### config.mk
export PLATFORM = sky130hd
export DESIGN_NAME = alu_sequencer_flat
export DESIGN_NICKNAME = d
export VERILOG_FILES = /design/src/rtl/alu_sequencer_pkg.sv /design/src/rtl/alu_sequencer_if.sv /design/src/rtl/alu_sequencer_mul_shift_add.sv /design/src/rtl/alu_sequencer.sv /design/src/flat_wrapper.sv
export SDC_FILE = /design/constraint.sdc
export NUM_CORES = 1
export LEC_CHECK = 0
export CORE_AREA = 2 2 81 83
export DETAILED_ROUTE_END_ITERATION = 6
export DIE_AREA = 0 0 83 85
export GPL_TIMING_DRIVEN = 0
export MAX_ROUTING_LAYER = met4
export PLACE_DENSITY = 0.7
export SYNTH_ARGS = -nofsm -noshare
export SYNTH_HDL_FRONTEND = slang
export SYNTH_SLANG_ARGS = --single-unit
### constraint.sdc
create_clock -name clk -period 2.9 [get_ports clk]
set_input_delay 0.58 -clock clk [delete_from_list [all_inputs] [get_ports clk]]
set_output_delay 0.58 -clock clk [all_outputs]
set_load 0.02 [all_outputs]
### src/rtl/alu_sequencer_pkg.sv
// Shared definitions for the ALU sequencer: op codes, FSM states, default width.
package alu_sequencer_pkg;

  localparam int W_DEF = 5;

  localparam logic [1:0] OP_ADD = 2'b00;
  localparam logic [1:0] OP_SUB = 2'b01;
  localparam logic [1:0] OP_MUL = 2'b10;
  localparam logic [1:0] OP_NEG = 2'b11;

  typedef enum logic [1:0] {
    ST_IDLE = 2'b00,
    ST_EXEC = 2'b01,
    ST_MUL  = 2'b10,
    ST_DONE = 2'b11
  } state_e;

  function automatic logic is_mul(input logic [1:0] op);
    return op == OP_MUL;
  endfunction

endpackage

### src/rtl/alu_sequencer_if.sv
// Request/result bundle between the switch/button front end and the sequencer.
interface alu_sequencer_if #(
  parameter int W = 5
);
  logic             start;
  logic [1:0]       op;
  logic [2*W-1:0]   operands;
  logic             busy;
  logic             done;
  logic [2*W-1:0]   result;
  logic             sign;
  logic             overflow;

  modport master (
    output start, op, operands,
    input  busy, done, result, sign, overflow
  );

  modport slave (
    input  start, op, operands,
    output busy, done, result, sign, overflow
  );
endinterface

### src/rtl/alu_sequencer_mul_shift_add.sv
// Unsigned W x W shift-add multiplier over one W+1-bit adder; one step per
// asserted step_i, done_o once W steps have been taken since load_i.
module mul_shift_add #(
  parameter int W = 5
) (
  input  logic           clk,
  input  logic           reset,
  input  logic           load_i,
  input  logic           step_i,
  input  logic [W-1:0]   mcand_i,
  input  logic [W-1:0]   mplier_i,
  output logic [2*W-1:0] product_o,
  output logic           done_o
);

  localparam int CW = $clog2(W + 1);

  logic [W-1:0]  mcand_q, mcand_d;
  logic [W-1:0]  acc_q, acc_d;
  logic [W-1:0]  mplr_q, mplr_d;
  logic [CW-1:0] cnt_q, cnt_d;
  logic [W-1:0]  addend;
  logic [W:0]    sum;
  logic          last;

  assign last = (cnt_q == CW'(W));

  always_comb begin
    mcand_d = mcand_q;
    acc_d   = acc_q;
    mplr_d  = mplr_q;
    cnt_d   = cnt_q;
    addend  = mplr_q[0] ? mcand_q : '0;
    sum     = {1'b0, acc_q} + {1'b0, addend};
    if (load_i) begin
      mcand_d = mcand_i;
      acc_d   = '0;
      mplr_d  = mplier_i;
      cnt_d   = '0;
    end else if (step_i && !last) begin
      // Carry out of the adder shifts into the accumulator MSB, its LSB into the multiplier.
      acc_d  = sum[W:1];
      mplr_d = {sum[0], mplr_q[W-1:1]};
      cnt_d  = cnt_q + 1'b1;
    end
  end

  always_ff @(posedge clk) begin
    if (reset) begin
      mcand_q <= '0;
      acc_q   <= '0;
      mplr_q  <= '0;
      cnt_q   <= '0;
    end else begin
      mcand_q <= mcand_d;
      acc_q   <= acc_d;
      mplr_q  <= mplr_d;
      cnt_q   <= cnt_d;
    end
  end

  assign product_o = {acc_q, mplr_q};
  assign done_o    = last;

endmodule

### src/rtl/alu_sequencer.sv
// Sequencer for the signed W-bit lab ALU: single-cycle add/sub/neg, shift-add multiply,
// held 2W-bit signed result with sign/overflow and a busy/done handshake.
module alu_sequencer
  import alu_sequencer_pkg::*;
#(
  parameter int W = W_DEF
) (
  input  logic           clk,
  input  logic           reset,
  alu_sequencer_if.slave bus
);

  state_e         state_q, state_d;
  logic [1:0]     op_q, op_d;
  logic [W-1:0]   left_q, left_d;
  logic [W-1:0]   right_q, right_d;
  logic           neg_q, neg_d;
  logic [2*W-1:0] result_q, result_d;
  logic           ovf_q, ovf_d;

  logic           mul_load;
  logic           mul_step;
  logic           mul_done;
  logic [2*W-1:0] mul_prod;
  logic [2*W-1:0] mul_res;
  logic [W:0]     mul_top;
  logic [W:0]     sum;
  logic [W-1:0]   in_left;
  logic [W-1:0]   in_right;

  function automatic logic [W-1:0] mag(input logic [W-1:0] x);
    return x[W-1] ? (~x + 1'b1) : x;
  endfunction

  assign in_left  = bus.operands[2*W-1:W];
  assign in_right = bus.operands[W-1:0];

  mul_shift_add #(.W(W)) u_mul (
    .clk       (clk),
    .reset     (reset),
    .load_i    (mul_load),
    .step_i    (mul_step),
    .mcand_i   (mag(in_left)),
    .mplier_i  (mag(in_right)),
    .product_o (mul_prod),
    .done_o    (mul_done)
  );

  always_comb begin
    state_d  = state_q;
    op_d     = op_q;
    left_d   = left_q;
    right_d  = right_q;
    neg_d    = neg_q;
    result_d = result_q;
    ovf_d    = ovf_q;
    mul_load = 1'b0;
    mul_step = 1'b0;
    sum      = '0;
    mul_res  = '0;
    mul_top  = '0;

    unique case (state_q)
      ST_IDLE: begin
        if (bus.start) begin
          op_d    = bus.op;
          left_d  = in_left;
          right_d = in_right;
          ovf_d   = 1'b0;
          if (is_mul(bus.op)) begin
            mul_load = 1'b1;
            neg_d    = in_left[W-1] ^ in_right[W-1];
            state_d  = ST_MUL;
          end else begin
            state_d = ST_EXEC;
          end
        end
      end

      ST_EXEC: begin
        case (op_q)
          OP_ADD:  sum = {left_q[W-1], left_q} + {right_q[W-1], right_q};
          OP_SUB:  sum = {left_q[W-1], left_q} - {right_q[W-1], right_q};
          default: sum = '0 - {left_q[W-1], left_q};
        endcase
        result_d = {{(W-1){sum[W]}}, sum};
        ovf_d    = sum[W] ^ sum[W-1];
        state_d  = ST_DONE;
      end

      ST_MUL: begin
        if (mul_done) begin
          mul_res  = neg_q ? (-mul_prod) : mul_prod;
          // Fits in W signed bits only if the top W+1 bits are all copies of the sign.
          mul_top  = mul_res[2*W-1:W-1];
          result_d = mul_res;
          ovf_d    = !((&mul_top) || !(|mul_top));
          state_d  = ST_DONE;
        end else begin
          mul_step = 1'b1;
        end
      end

      ST_DONE: state_d = ST_IDLE;

      default: state_d = ST_IDLE;
    endcase
  end

  always_ff @(posedge clk) begin
    if (reset) begin
      state_q  <= ST_IDLE;
      op_q     <= OP_ADD;
      left_q   <= '0;
      right_q  <= '0;
      neg_q    <= 1'b0;
      result_q <= '0;
      ovf_q    <= 1'b0;
    end else begin
      state_q  <= state_d;
      op_q     <= op_d;
      left_q   <= left_d;
      right_q  <= right_d;
      neg_q    <= neg_d;
      result_q <= result_d;
      ovf_q    <= ovf_d;
    end
  end

  assign bus.busy     = (state_q != ST_IDLE);
  assign bus.done     = (state_q == ST_DONE);
  assign bus.result   = result_q;
  assign bus.sign     = result_q[2*W-1];
  assign bus.overflow = ovf_q;

endmodule

### src/flat_wrapper.sv
// flat-port wrapper written by rule: the top's interface ports become plain ports
module alu_sequencer_flat import alu_sequencer_pkg::*;
#(
  parameter int W = W_DEF
)
  (clk, reset, bus_start, bus_op, bus_operands, bus_busy, bus_done, bus_result, bus_sign, bus_overflow);
  alu_sequencer_if #(.W(W)) bus_i ();
  input  logic clk;
  input  logic reset;
  input wire logic [$bits(bus_i.start)-1:0] bus_start;
  input wire logic [$bits(bus_i.op)-1:0] bus_op;
  input wire logic [$bits(bus_i.operands)-1:0] bus_operands;
  output wire logic [$bits(bus_i.busy)-1:0] bus_busy;
  output wire logic [$bits(bus_i.done)-1:0] bus_done;
  output wire logic [$bits(bus_i.result)-1:0] bus_result;
  output wire logic [$bits(bus_i.sign)-1:0] bus_sign;
  output wire logic [$bits(bus_i.overflow)-1:0] bus_overflow;
  assign bus_i.start = bus_start;
  assign bus_i.op = bus_op;
  assign bus_i.operands = bus_operands;
  assign bus_busy = bus_i.busy;
  assign bus_done = bus_i.done;
  assign bus_result = bus_i.result;
  assign bus_sign = bus_i.sign;
  assign bus_overflow = bus_i.overflow;
  alu_sequencer #(.W(W)) u_core (.clk(clk), .reset(reset), .bus(bus_i));
endmodule
==> impl_summary.log <==
INFO  metric worst_hold_path_endpoint = u_core.u_mul.mcand_q[4]
INFO  metric critical_path.startpoint_type = flip-flop
INFO  metric detail_route.wirelength = 7030 um
INFO  metric floorplan.initialDensity = 48.4%
INFO  metric synth.net_count = 420
INFO  metric post_synth_instance_area = 0.00300 mm^2
INFO  metric worstSetupPathType = flip-flop to flip-flop
INFO  metric tritoncts.num_buffers = 5
INFO  metric cellPowerDensity = 909 mW/mm^2
INFO  metric ff2ff_setup_slack = 0.16 ns
INFO  metric detail-route-antenna-nets = 0
INFO  metric io_pins = 29
INFO  metric utilization = 56.3%
INFO  metric final_period_minus_worst_setup_slack = 2.74 ns
INFO  metric clock_power_share = 14.6%
INFO  metric highest_count_cells_in_the_layout_ignoring_fill_and_taps = sky130_fd_sc_hd__nand2_1, sky130_fd_sc_hd__dfxtp_1, sky130_fd_sc_hd__nor2_1
INFO  metric asyncSetResetFlopFracSynth = 0%
INFO  metric timing.hold.ws = 0.459 ns
INFO  metric endpoint_kind = flip-flop
INFO  metric finalNonFillerCells = 493
INFO  metric synth_top_area_cell = sky130_fd_sc_hd__dfxtp_1
INFO  metric reg2reg_depth = 9
INFO  metric clkLatencyLatePin = 0.29 ns
INFO  metric synth-edff-count = 0
INFO  metric cts_tree = done
INFO  metric timing.max_cap.violations = 0
INFO  metric clkTransAtPathRegs = 0.08 ns
INFO  metric power.switching = 1.40 mW
INFO  metric fmax = 365 MHz
INFO  metric layout_worst_path_cycle_share = 94.5%
INFO  metric drive_gt1_share = 4.33%
INFO  metric globalRouteOverflowTotal = 0
INFO  metric gp_congestion = 0.905
INFO  metric comb_pwr_share = 57.3%
INFO  metric timing.final.setup_violations = 0
INFO  metric cts_buffer_depth = 2
INFO  metric synth_seq_area_share = 29.4%
INFO  metric post_synth_num_cell_types = 55
INFO  metric switching_share = 44.0%
INFO  metric synthesis.yosys.warnings = 0
INFO  metric maximum_fanout_along_the_worst_path = 9
INFO  metric report.final.slew_viol_count = 0
INFO  metric clock_sinks = 44
INFO  metric overall_via_count_from_detail_route = 2708
INFO  metric yosys_register_bits = 44
INFO  metric p_int = 1.78 mW
INFO  metric dp_cells = 485
INFO  metric worstMarginPinSlew = 0.808 ns
INFO  metric detail_route.drc_violations = 0
INFO  metric drt_first_iter_violations = 148
INFO  metric antenna_violations_before_repair = 0
INFO  metric postSynthAreaPerCell = 7.90 um^2
INFO  metric finalHoldViolations = 0
INFO  metric post_detail_place_hpwl = 5480 um
INFO  metric worstPathArrival = 2.93 ns
INFO  metric first_global_vias = 2569
INFO  metric insertedDiodeCount = 0
INFO  metric floorplan.rows = 29
INFO  metric final_nets = 455
INFO  metric first_pass_iters = 6
INFO  metric status = completed
INFO  metric max-vdd-ir-drop = 461 uV
INFO  metric layout.cells.most_common = sky130_fd_sc_hd__nand2_1
INFO  metric ctsRootBufferMaster = sky130_fd_sc_hd__clkbuf_8
INFO  metric cts_hold_repair.buffers = 0
INFO  metric die_h = 85 um
INFO  metric grt_start_max_net_pins = 14
INFO  metric synth.area.top_cells = sky130_fd_sc_hd__dfxtp_1, sky130_fd_sc_hd__ha_1, sky130_fd_sc_hd__nand2_1
INFO  metric multi_input_area = 0.00195 mm^2
INFO  metric route.detailed.vias_per_inst = 5.49
INFO  metric p_seq_share = 28.1%
INFO  metric hold_class = flip-flop to flip-flop
INFO  metric first_pass_grt_wire_length = 12100 um
INFO  metric worstReg2RegEnd = u_core.bus.overflow
INFO  metric critPathRequiredTime = 3.09 ns
INFO  metric synth_ff_type = sky130_fd_sc_hd__dfxtp_1
INFO  metric min-delay-start = u_core.u_mul.mcand_q[4]
INFO  metric port_buffers = 28
INFO  metric total_leakage_power = 1.37 nW
INFO  metric rsz0062_at_grt = false
INFO  metric final.setup_skew = 0.00633 ns
INFO  metric routed_wire_length_per_instance = 14.3 um
INFO  metric die-width = 83 um
INFO  metric cts_max_level = 2
INFO  metric critical_path.reg2reg.startpoint = u_core.state_q[0]
INFO  metric coreArea = 0.00620 mm^2
INFO  metric worstHoldPathCells = 2
INFO  metric die_area = 0.00706 mm^2
INFO  metric sequential_cell_area = 881 um^2
INFO  metric slew_headroom = 46.0%
INFO  metric layout_filler_cell_count = 572
INFO  metric globalRouteTotalUtil = 21.3%
INFO  metric synth_top_cell_area_share = 29.4%
INFO  metric netlist_instances = 380
INFO  metric finalSetupTns = 0 ns
INFO  metric area_growth = 16.4%
## layer usage
layer | vias up | GRT usage, % | wire length (um)
met2 | 44 | 34.5 | 3350
li1 | 1398 | - | -
met4 | 0 | 5.51 | 63
met3 | 6 | 3.31 | 191
met5 | - | - | 0
met1 | 1260 | 28.1 | 3430
## per-stage QoR
| step | total power [mW] | area [um^2] | setup slack, ns |
|---|---|---|---|
| 3_3_place_gp | 2.66 | 3380 | 0.134 |
| 4_1_cts | 3.17 | 3480 | 0.0436 |
| 6_report | 3.18 | 3490 | 0.160 |
| 2_1_floorplan | 2.18 | 3000 | 0.502 |
| 5_1_grt | 3.46 | 3490 | 0.00984 |
| 3_5_place_dp | 2.69 | 3380 | 0.0647 |
## registers in the layout, summed over array words and instances (netlist names)
signal,flops
u_core.bus.result,10
u_core.left_q,5
u_core.right_q,5
u_core.u_mul.acc_q,5
u_core.u_mul.mcand_q,5
u_core.u_mul.mplr_q,5
u_core.u_mul.cnt_q,3
u_core.op_q,2
u_core.state_q,2
u_core.bus.overflow,1
u_core.neg_q,1
## cells in the mapped netlist (all sizes together), types with 4 or more instances
library cell	number
nand2	58
dfxtp	44
nor2	32
a21oi	29
inv	25
ha	23
xnor2	20
clkbuf	17
o21ai	14
a211oi	13
mux2i	8
nor2b	8
and2	7
nor3	6
xor2	6
a311oi	5
o31ai	5
a21boi	4
a21o	4
nand3	4
## layout make-up
type,instances,area share (%)
multi-input cells,291,55.9
flip-flops and latches,44,25.2
repair buffers,28,8.02
inverters,26,2.79
well taps,77,2.76
plain buffers,19,2.22
clock buffers,6,2.08
clock inverters,2,1.00
## power by group through the flow
| stage | registers, mW | logic (mW) | clock network [mW] |
|---|---|---|---|
| final | 0.892 | 1.82 | 0.463 |
| after global placement | 0.897 | 1.76 | 0 |
| after floorplan | 0.945 | 1.23 | 0 |
| after detailed placement | 0.904 | 1.79 | 0 |
| after global routing | 0.915 | 2.04 | 0.504 |
| after CTS | 0.891 | 1.80 | 0.475 |
## timing repair
item	CTS	global route
endpoints found under the setup margin	0	5
setup buffers	0	0
resized for setup	0	4
## cells by family after synthesis
logic type	synth area share, %
AOI/OAI and AO/OA	21.9
xor gates and xnor gates	7.59
adders and majority gates	10.9
buffers and inverters	5.80
DFF	29.4
muxes	2.67
and+or+nand+nor	21.7
## critical path: stages (launching register included)
cell	delay, ns
sky130_fd_sc_hd__dfxtp_1	0.42
sky130_fd_sc_hd__inv_1	0.11
sky130_fd_sc_hd__ha_1	0.20
sky130_fd_sc_hd__clkbuf_1	0.20
sky130_fd_sc_hd__a21boi_1	0.30
sky130_fd_sc_hd__o311a_1	0.43
sky130_fd_sc_hd__a221o_1	0.25
sky130_fd_sc_hd__or4bb_1	0.51
sky130_fd_sc_hd__o211ai_2	0.10
sky130_fd_sc_hd__nand3_1	0.09
## worst max path at each step
stage,startpoint,to,depth (start not counted)
floorplan,u_core.op_q[0],u_core.bus.result[5],10
global placement,u_core.op_q[0],u_core.bus.result[6],10
detailed placement,u_core.op_q[0],u_core.bus.result[9],10
CTS,u_core.op_q[0],u_core.bus.result[9],10
global route,u_core.state_q[0],u_core.bus.overflow,9
finish,u_core.state_q[0],u_core.bus.overflow,9
(Power assumes the default switching activity.)
